File: src/rtl/eu_dispatch_steer.sv
// Round-robin dispatch steering from rename to NUM_EU execution units, gated by
// per-EU credit counters that mirror each EU's IQueue occupancy.
module eu_dispatch_steer #(
    parameter int NUM_EU   = 4,
    parameter int IQ_DEPTH = 4,
    parameter int INSTR_W  = 32,
    localparam int IDX_W   = (NUM_EU > 1) ? $clog2(NUM_EU) : 1,
    localparam int CW      = $clog2(IQ_DEPTH + 1)
) (
    input  logic               clk,
    input  logic               reset,
    input  logic               flush_i,
    input  logic [INSTR_W-1:0] in_instr_i,
    input  logic               in_valid_i,
    output logic               in_ready_o,
    output logic [INSTR_W-1:0] disp_instr_o,
    output logic [NUM_EU-1:0]  disp_valid_o,
    output logic [IDX_W-1:0]   disp_eu_idx_o,
    input  logic [NUM_EU-1:0]  eu_retire_i,
    output logic               credit_err_o
);

    logic [CW-1:0]      credit_q [NUM_EU];
    logic [CW-1:0]      credit_d [NUM_EU];
    logic [IDX_W-1:0]   rr_ptr_q, rr_ptr_d;
    logic [INSTR_W-1:0] disp_instr_q, disp_instr_d;
    logic [NUM_EU-1:0]  disp_valid_q, disp_valid_d;
    logic [IDX_W-1:0]   disp_idx_q, disp_idx_d;
    logic               err_q, err_d;

    logic [NUM_EU-1:0]  avail;
    logic [IDX_W-1:0]   sel;
    logic [IDX_W:0]     cand;
    logic               found;
    logic               fire;
    logic               dec;

    always_comb begin
        for (int e = 0; e < NUM_EU; e++) begin
            avail[e] = (credit_q[e] != '0);
        end
    end

    // Search starts at rr_ptr and wraps explicitly, so NUM_EU need not be a power of two.
    always_comb begin
        sel   = '0;
        found = 1'b0;
        cand  = '0;
        for (int k = 0; k < NUM_EU; k++) begin
            cand = {1'b0, rr_ptr_q} + (IDX_W+1)'(k);
            if (cand >= (IDX_W+1)'(NUM_EU)) begin
                cand = cand - (IDX_W+1)'(NUM_EU);
            end
            if (!found && avail[cand[IDX_W-1:0]]) begin
                found = 1'b1;
                sel   = cand[IDX_W-1:0];
            end
        end
    end

    assign in_ready_o = !flush_i && (|avail);
    assign fire       = in_valid_i && in_ready_o;

    always_comb begin
        err_d = err_q;
        dec   = 1'b0;
        for (int e = 0; e < NUM_EU; e++) begin
            credit_d[e] = credit_q[e];
            if (flush_i) begin
                credit_d[e] = CW'(IQ_DEPTH);
            end else begin
                dec = fire && (sel == IDX_W'(e));
                if (eu_retire_i[e] && !dec) begin
                    if (credit_q[e] == CW'(IQ_DEPTH)) begin
                        err_d = 1'b1;
                    end else begin
                        credit_d[e] = credit_q[e] + CW'(1);
                    end
                end else if (dec && !eu_retire_i[e]) begin
                    credit_d[e] = credit_q[e] - CW'(1);
                end
            end
        end
    end

    // Strobe is a one-cycle pulse; instruction and index hold between dispatches.
    always_comb begin
        disp_valid_d = '0;
        disp_instr_d = disp_instr_q;
        disp_idx_d   = disp_idx_q;
        rr_ptr_d     = rr_ptr_q;
        if (flush_i) begin
            rr_ptr_d = '0;
        end else if (fire) begin
            for (int e = 0; e < NUM_EU; e++) begin
                disp_valid_d[e] = (sel == IDX_W'(e));
            end
            disp_instr_d = in_instr_i;
            disp_idx_d   = sel;
            rr_ptr_d     = (sel == IDX_W'(NUM_EU - 1)) ? '0 : sel + IDX_W'(1);
        end
    end

    always_ff @(posedge clk) begin
        if (reset) begin
            for (int e = 0; e < NUM_EU; e++) begin
                credit_q[e] <= CW'(IQ_DEPTH);
            end
            rr_ptr_q     <= '0;
            disp_instr_q <= '0;
            disp_valid_q <= '0;
            disp_idx_q   <= '0;
            err_q        <= 1'b0;
        end else begin
            for (int e = 0; e < NUM_EU; e++) begin
                credit_q[e] <= credit_d[e];
            end
            rr_ptr_q     <= rr_ptr_d;
            disp_instr_q <= disp_instr_d;
            disp_valid_q <= disp_valid_d;
            disp_idx_q   <= disp_idx_d;
            err_q        <= err_d;
        end
    end

    assign disp_instr_o  = disp_instr_q;
    assign disp_valid_o  = disp_valid_q;
    assign disp_eu_idx_o = disp_idx_q;
    assign credit_err_o  = err_q;

endmodule
File: config.mk
export PLATFORM = sky130hd
export DESIGN_NAME = eu_dispatch_steer
export DESIGN_NICKNAME = d
export VERILOG_FILES = /design/src/rtl/eu_dispatch_steer.sv
export SDC_FILE = /design/constraint.sdc
export NUM_CORES = 1
export LEC_CHECK = 0
export CAP_MARGIN = 40
export CORE_MARGIN = 2
export CORE_UTILIZATION = 45
export DETAILED_ROUTE_END_ITERATION = 8
export GPL_TIMING_DRIVEN = 0
export PLACE_DENSITY = 0.84
export SYNTH_ARGS = -nofsm -noshare
export SYNTH_HDL_FRONTEND = slang
export SYNTH_SLANG_ARGS = --single-unit
File: constraint.sdc
create_clock -name clk -period 8.3 [get_ports clk]
set_input_delay 0.83 -clock clk [delete_from_list [all_inputs] [get_ports clk]]
set_output_delay 0.83 -clock clk [all_outputs]
set_load 0.03 [all_outputs]
# After elaboration in Yosys (flattened, before gate mapping)

Memories as Yosys holds them, arrays and structs flattened.
Cells that the tools add are included.

$add $sub $neg: 16
$lt $le $gt $ge: 8
Equality and inequality tests: 7
Muxes and demuxes: 55
Bitwise operators: 6
Reductions and logical operators: 38

Operator list:

| operator                                             | count |
|---|---|
| 2-to-1 mux 3 bit                                     | 20 |
| 2-to-1 mux 1 bit                                     | 22 |
| 2-to-1 mux 2 bit                                     | 9 |
| logical AND 1 bit                                    | 17 |
| adder 3 x 1 -> 3 bit (second input constant)         | 4 |
| equality test 3 bit (second input constant)          | 4 |
| logical NOT 1 bit                                    | 12 |
| < comparator 2 x 3 -> 1 bit (second input constant)  | 4 |
| nonzero test 3 bit                                   | 4 |
| subtractor 3 x 1 -> 3 bit (second input constant)    | 4 |
| >= comparator 3 bit (second input constant)          | 3 |
| binary-select mux 1 bit (select 2 bit)               | 4 |
| subtractor 2 x 1 -> 2 bit (second input constant)    | 4 |
| adder 2 x 2 -> 3 bit (second input constant)         | 2 |
| equality test 2 bit (second input constant)          | 2 |
| bitwise OR 1 bit                                     | 4 |
| OR reduction 4 bit                                   | 1 |
| adder 2 x 1 -> 3 bit (second input constant)         | 1 |
| >= comparator 2 x 3 -> 1 bit (second input constant) | 1 |
| OR reduction 3 bit                                   | 1 |
| adder 2 x 1 -> 2 bit (second input constant)         | 1 |
| equality test 2 x 1 -> 1 bit (second input constant) | 1 |
| logical NOT 2 bit                                    | 1 |
| NOT 1 bit                                            | 2 |
| other kinds (2)                                      | 2 |

Register bits: 41
RAM bits: 12
Bits of input ports: 40
Word-level logic and storage cells: 136
Memories kept: 1

Memory list:

| memory   | depth | bits a word | read ports | clocked after memory_dff | wr ports | line | RTL |
|---|---|---|---|---|---|---|---|
| credit_q | 4     | 3           | 4          | 0                        | 4        | 23   | `logic [CW-1:0] credit_q [NUM_EU];` |

# Longest topological paths before layout

Gate-level depths: netlist of run 1.

Depth after elaboration: 29
Gate-level depth with buffers: 15

# Worst setup path after synthesis of run 1

No wires, ideal clock.

Path kind: register to register
From: mem credit_q[0][0] (netlist bit)
To: mem credit_q[0][2] (netlist bit)
Setup time: 0.125 ns
Arrival time: 3.139 ns
Slack: 5.036 ns
Stages on the path, launching flop included: 15
Buffers on the path: 1
Period minus slack after synthesis: 3.264 ns
Path through: dfxtp_1 -> or3_1 -> buf_6 -> and3_1 -> a211oi_1 -> inv_1 -> ha_1 -> and3b_1 -> o41ai_4 -> nand2_1 -> fa_1 -> and3_1 -> mux2i_1 -> xor2_1 -> nand2_1

RTL lines:

| element         | line |
|---|---|
| start, declared | 23 |

==> run metrics, run 1 <==
run status finished, final reports clean; routed via count approximately 2300; post-DP HPWL 4440 um; I/O pin count 80; post-synth cell types 36; Seq/Total Area, Yosys 41.2%; DR vias/cell approximately 5; H-tree levels 2; postcts setup bufs 0; relative slew slack a little over half; Placeable Area between 5000 and 6000 sq um; critical path peak fanout 7; maximum vdd drop just under 100 uV; post-synthesis cell count between 200 and 300; Die W approximately 80 um; met2 GRT Util between 30% and 40%; WP data required between 8 and 9 ns; hold buffer count at cts 0; std cell rows 27; Port Buffers between 70 and 80; Placer Congestion 0.772; clk buf depth 2; vias in the first global route ~2300; most frequent cells in the layout 79 x clkdlybuf4s50_1, 72 x nand2_1, 53 x dfxtp_1; Final WS setup ~4.7 ns; crit end category register; clock skew 0.00829 ns; post-route setup TNS 0 ns; crit path launch type register; CTS resizes 0; leak pwr 1.35 nW; Pre-antenna DRT Iters 5; Nets approximately 420; gr busiest metal met2; Final Hold Vio Count 0; later-pin clock latency in the skew report 0.31 ns; initial DRC count between 100 and 150; Syn. warnings 0; unrepaired setup endpoints after global routing no; layout cells sized above 1 about 14%; Antenna diodes 0; Yosys top cell area share between 40 and 50%; Synth Cell Area ~2600 sq um; max_cap viols 0; Clk pin slew, worst setup/hold paths about 0.10 ns; met1 Resource Use GR between 20% and 30%; design area 3550 sq um; Syn Area/Cell ~8.9 sq um; gr ovfl total 0; Setup-failing EPs final 0; ANT nets after route 0; Synth area leaders dfxtp_1 41%, nand2_1 11%, a21oi_1 5.3%; fin crit period about 3.6 ns; first-pass GRT wire length 9990 um; area delta synth->final 38.0%; Max Slew Vio Count 0; Initial Utilization between 40% and 50%; GR Layer Usage met3 under 10%; largest net degree at the start of global routing 17; commonest non-fill, non-tap cell in the layout clkdlybuf4s50_1; fin crit share 43.8%; CTS Buf Count 5; Tot GR Track Use slightly below 20%; Die Area around 6300 sq um; DRC 0; cell taking the most area after synthesis dfxtp_1; Critical Path AT 3.82 ns; placed cell areas around 3500 sq um; total power 0.515 mW; measured slew at the worst slew-check pin just under 0.7 ns; clock root buffer clkbuf_8; WS Path Type register to register; initial antenna violation count 0; dpl ws between 4 and 5 ns; Max Clock Freq between 200 and 300 MHz; final WL slightly below 6000 um; WL per Instance between 10 and 15 um; Sink Count 53; worst hold-check path type register to register; die height roughly 80 um; CTS tree yes; number of synthesized register bits 53; synthesized net count between 300 and 400; P per Cell Area ~140 nW/um^2
## flip-flops by register name, indices dropped and copies added (netlist names)
register,flops
credit_err_o,1
credit_q,12
disp_eu_idx_o,2
disp_instr_o,32
disp_valid_o,4
rr_ptr_q,2
## critical path, stage by stage (launching register included)
cell	delay (ns)
dfxtp_1	0.39
or3_1	0.41
buf_6	0.16
and3_1	0.18
a211oi_1	0.54
inv_1	0.14
ha_1	0.25
and3b_1	0.21
o41ai_4	0.08
nand2_1	0.18
fa_1	0.40
and3_1	0.16
mux2i_1	0.17
xor2_1	0.17
nand2_1	0.07
## where the power goes
group          switching, mW  leakage [nW]  internal, mW
sequential           0.00535         0.432         0.263
combinational         0.0482         0.866        0.0447
clock                 0.0857        0.0512        0.0678
## routing by layer
layer  routed length, um  vias to the layer above
met5                   0                        -
met3                 646                        9
met1                2450                     1036
li1                    -                     1145
met2                2750                       89
met4                  58                        0
## metrics by stage
step	utilization (%)	hold slack [ns]	std cells
after floorplan	-	0.487	288
after global placement	62.7	0.441	439
after detailed placement	62.7	0.446	439
after CTS	64.5	0.460	447
after global routing	64.5	0.474	447
final	64.5	0.458	447
## Yosys cell counts
| library cell | n |
|---|---|
| a41oi_1 | 1 |
| and3_1 | 4 |
| a32oi_1 | 4 |
| a21oi_2 | 10 |
| xor2_1 | 4 |
| or3b_2 | 4 |
| nor2_1 | 13 |
| clkbuf_1 | 6 |
| o21ai_0 | 4 |
| and2_1 | 4 |
| nor2b_1 | 2 |
| buf_6 | 7 |
| ha_1 | 4 |
| nand2_2 | 10 |
| o31a_1 | 1 |
| inv_1 | 8 |
| o41a_1 | 1 |
| o41ai_4 | 4 |
| mux2i_1 | 8 |
| xnor2_1 | 4 |
| a211oi_1 | 2 |
| and3b_1 | 5 |
| buf_2 | 1 |
| nor4_1 | 1 |
| or2_2 | 5 |
| buf_4 | 2 |
| o41ai_2 | 1 |
| or3_1 | 4 |
| fa_1 | 4 |
| and2b_1 | 1 |
| a21oi_1 | 27 |
| a22oi_1 | 1 |
| nand2_1 | 72 |
| nor3_1 | 4 |
| dfxtp_1 | 53 |
| o22ai_1 | 2 |
## area by class of cell
class	count	area, sq um
Inverter	8	30.0
Buffer	16	121
Sequential cell	53	1060
Clock inverter	2	13.8
Clock buffer	6	82.6
Multi-Input combinational cell	211	1360
Tap cell	72	90.1
Fill cell	447	1960
Timing Repair Buffer	79	791
## final timing paths
| check | depth (start not counted) | from | slack, ns | endpoint |
|---|---|---|---|---|
| worst max-delay path | 14 | credit_q[0][0]$_SDFFE_PP0P_ | 4.67 | credit_q[2][2]$_SDFFE_PP1P_ |
| worst min-delay path | 2 | disp_instr_o[7]$_SDFFE_PP0P_ | 0.46 | disp_instr_o[7]$_SDFFE_PP0P_ |
| worst max register to register | 14 | credit_q[0][0]$_SDFFE_PP0P_ | 4.67 | credit_q[2][2]$_SDFFE_PP1P_ |
| worst min register to register | 2 | disp_instr_o[7]$_SDFFE_PP0P_ | 0.46 | disp_instr_o[7]$_SDFFE_PP0P_ |
## kinds of logic after synthesis
family	Yosys count	share of synthesized area, %
adder cells (fa/ha/maj)	8	5.06
multiplexers	8	3.11
flip-flops	53	41.2
AO/OA/AOI/OAI	58	18.2
AND/OR/NAND/NOR	129	23.8
buffers and inverters	24	5.88
XOR/XNOR	8	2.72
Note: power is estimated with default switching activity, not from simulation.
==> run 2: changes to the inputs <==
==> constraint.sdc (replaced) <==
create_clock -name clk -period 3.5 [get_ports clk]
set_input_delay 0.35 -clock clk [delete_from_list [all_inputs] [get_ports clk]]
set_output_delay 0.35 -clock clk [all_outputs]
set_load 0.03 [all_outputs]
==> run metrics, run 2 (synthesis results as in run 1) <==
initial antenna violation count 0; RR Startpoint credit_q[0][0]$_SDFFE_PP0P_; clock root buffer clkbuf_8; worst hold slack about 0.46 ns; I/O pin count 80; Pre-antenna DRT Iters 4; measured slew at the worst slew-check pin around 0.71 ns; ANT nets after route 0; Setup-failing EPs final 0; Max Clock Freq 306 MHz; critical path peak fanout 7; Worst path slowest cell or3_1; placed cell count approximately 440; Final WS setup ~0.23 ns; Die Area about 6300 sq um; Antenna diodes 0; final WL 5960 um; maximum vdd drop roughly 230 uV; Post-Layout Cell Count 449; Worst Path Buf+Inv 2; WP data required 3.69 ns; dpl ws -0.112 ns; H-tree levels 2; Largest register FFs 32; unrepaired setup endpoints after global routing no; layout cells sized above 1 roughly 15%; Initial Utilization 46.7%; crit end category register; Max Slew Vio Count 0; fin crit period about 3.3 ns; most frequent cells in the layout 79 x clkdlybuf4s50_1, 71 x nand2_1, 53 x dfxtp_1; clock skew ~0.0086 ns; depth of the most critical reg-to-reg path 14; routed via count roughly 2300; Sink Count 53; Placeable Area ~5500 sq um; fin crit share between 90 and 100%; CTS tree yes; CTS Buf Count 5; gr ovfl total 0; R2R setup slack between 0.2 and 0.25 ns; DR vias/cell 5.08; Hold Path Sink disp_instr_o[7]$_SDFFE_PP0P_; crit path launch type register; Tot GR Track Use 19.8%; DRC 0; area delta synth->final 39.3%; commonest non-fill, non-tap cell in the layout clkdlybuf4s50_1; WS Path Type register to register; CP top delay family simple AND/OR/NAND/NOR gates; relative slew slack 52.7%; placed cell areas 3450 sq um; die height 79.6 um; largest net degree at the start of global routing 17; worst hold-check path type register to register; Worst R2R End credit_q[2][2]$_SDFFE_PP1P_; run status finished, final reports clean; Nets between 400 and 500; Hold Path Cell Cnt 2; CP Cell Sequence or3_1 -> buf_6 -> and3_1 -> a211oi_4 -> inv_1 -> ha_1 -> and3b_1 -> o41ai_4 -> nand2_1 -> fa_1 -> and3_1 -> mux2i_1 -> xor2_1 -> nand2_1; initial DRC count 94; Critical Path AT about 3.5 ns; clk buf depth 2; Die W approximately 80 um; max_cap viols 0; hold path start disp_instr_o[7]$_SDFFE_PP0P_; Port Buffers 79; first-pass GRT wire length 10100 um; std cell rows 27; vias in the first global route around 2300; later-pin clock latency in the skew report 0.31 ns; Placer Congestion between 0.7 and 0.8; WL per Instance between 10 and 15 um; Clk pin slew, worst setup/hold paths roughly 0.10 ns; Largest stage delay, worst path a little over 0.4 ns; Final Hold Vio Count 0; P per Cell Area roughly 340 nW/um^2; leak pwr ~1.4 nW; design area between 3000 and 4000 sq um; post-DP HPWL 4440 um
==> run 2: cell types whose count changed in the layout (fill, tap and decap cells not counted), sizes merged <==
cell / delta
buf: +2
==> run 2: cell type report <==
class                   instances  area (sq um)
well taps                      72          90.1
clock inverters                 2          13.8
multi-input cells             211          1380
plain buffers                  16           121
fillers                       443          1920
repair buffers                 81           806
flip-flops and latches         53          1060
clock buffers                   6          82.6
inverters                       8          30.0
==> run 2: through the flow <==
step	power (mW)	utilization, %	TNS [ns]
after floorplan	0.764	-	0
after global placement	0.866	62.7	-0.0588
after detailed placement	0.870	62.7	-0.216
after CTS	1.23	64.6	0
after global routing	1.27	65.1	0
final	1.22	65.1	0
==> run 2: repair_timing <==
action	CTS	global route
pin swaps	0	1
hold buffers	0	0
endpoints found under the setup margin	3	3
buffers inserted	0	2
resized for setup	1	3
==> run 2: worst max-delay path by stage <==
stage / from / endpoint / slack (ns) / cells past startpoint
floorplan: credit_q[0][0]$_SDFFE_PP0P_ / credit_q[0][2]$_SDFFE_PP1P_ / 0.24 / 14
global placement: credit_q[0][0]$_SDFFE_PP0P_ / credit_q[0][2]$_SDFFE_PP1P_ / -0.05 / 14
detailed placement: credit_q[0][0]$_SDFFE_PP0P_ / credit_q[2][2]$_SDFFE_PP1P_ / -0.11 / 14
CTS: credit_q[0][0]$_SDFFE_PP0P_ / credit_q[2][2]$_SDFFE_PP1P_ / 0.06 / 14
finish: credit_q[0][0]$_SDFFE_PP0P_ / credit_q[2][2]$_SDFFE_PP1P_ / 0.23 / 14
global route: credit_q[0][0]$_SDFFE_PP0P_ / credit_q[2][2]$_SDFFE_PP1P_ / 0.03 / 14
==> run 2: metal layers <==
layer / share of wire [%] / routed length [um] / global-route usage (%)
met3: 10 / 612 / 9.16
met2: 46 / 2770 / 33.7
met4: 0.97 / 58 / 4.66
met5: 0 / 0 / 0
met1: 42 / 2520 / 22.6
==> run 2: worst min-delay path, cell delays in order, from the launching register on <==
cell and delay (ns):
dfxtp_1 0.32, nand2_1 0.05, a21oi_1 0.05
==> run 2: report_power, final <==
part	internal (mW)	switching [mW]	total [mW]
combinational	0.108	0.116	0.224
sequential	0.623	0.0128	0.636
clock	0.161	0.202	0.363
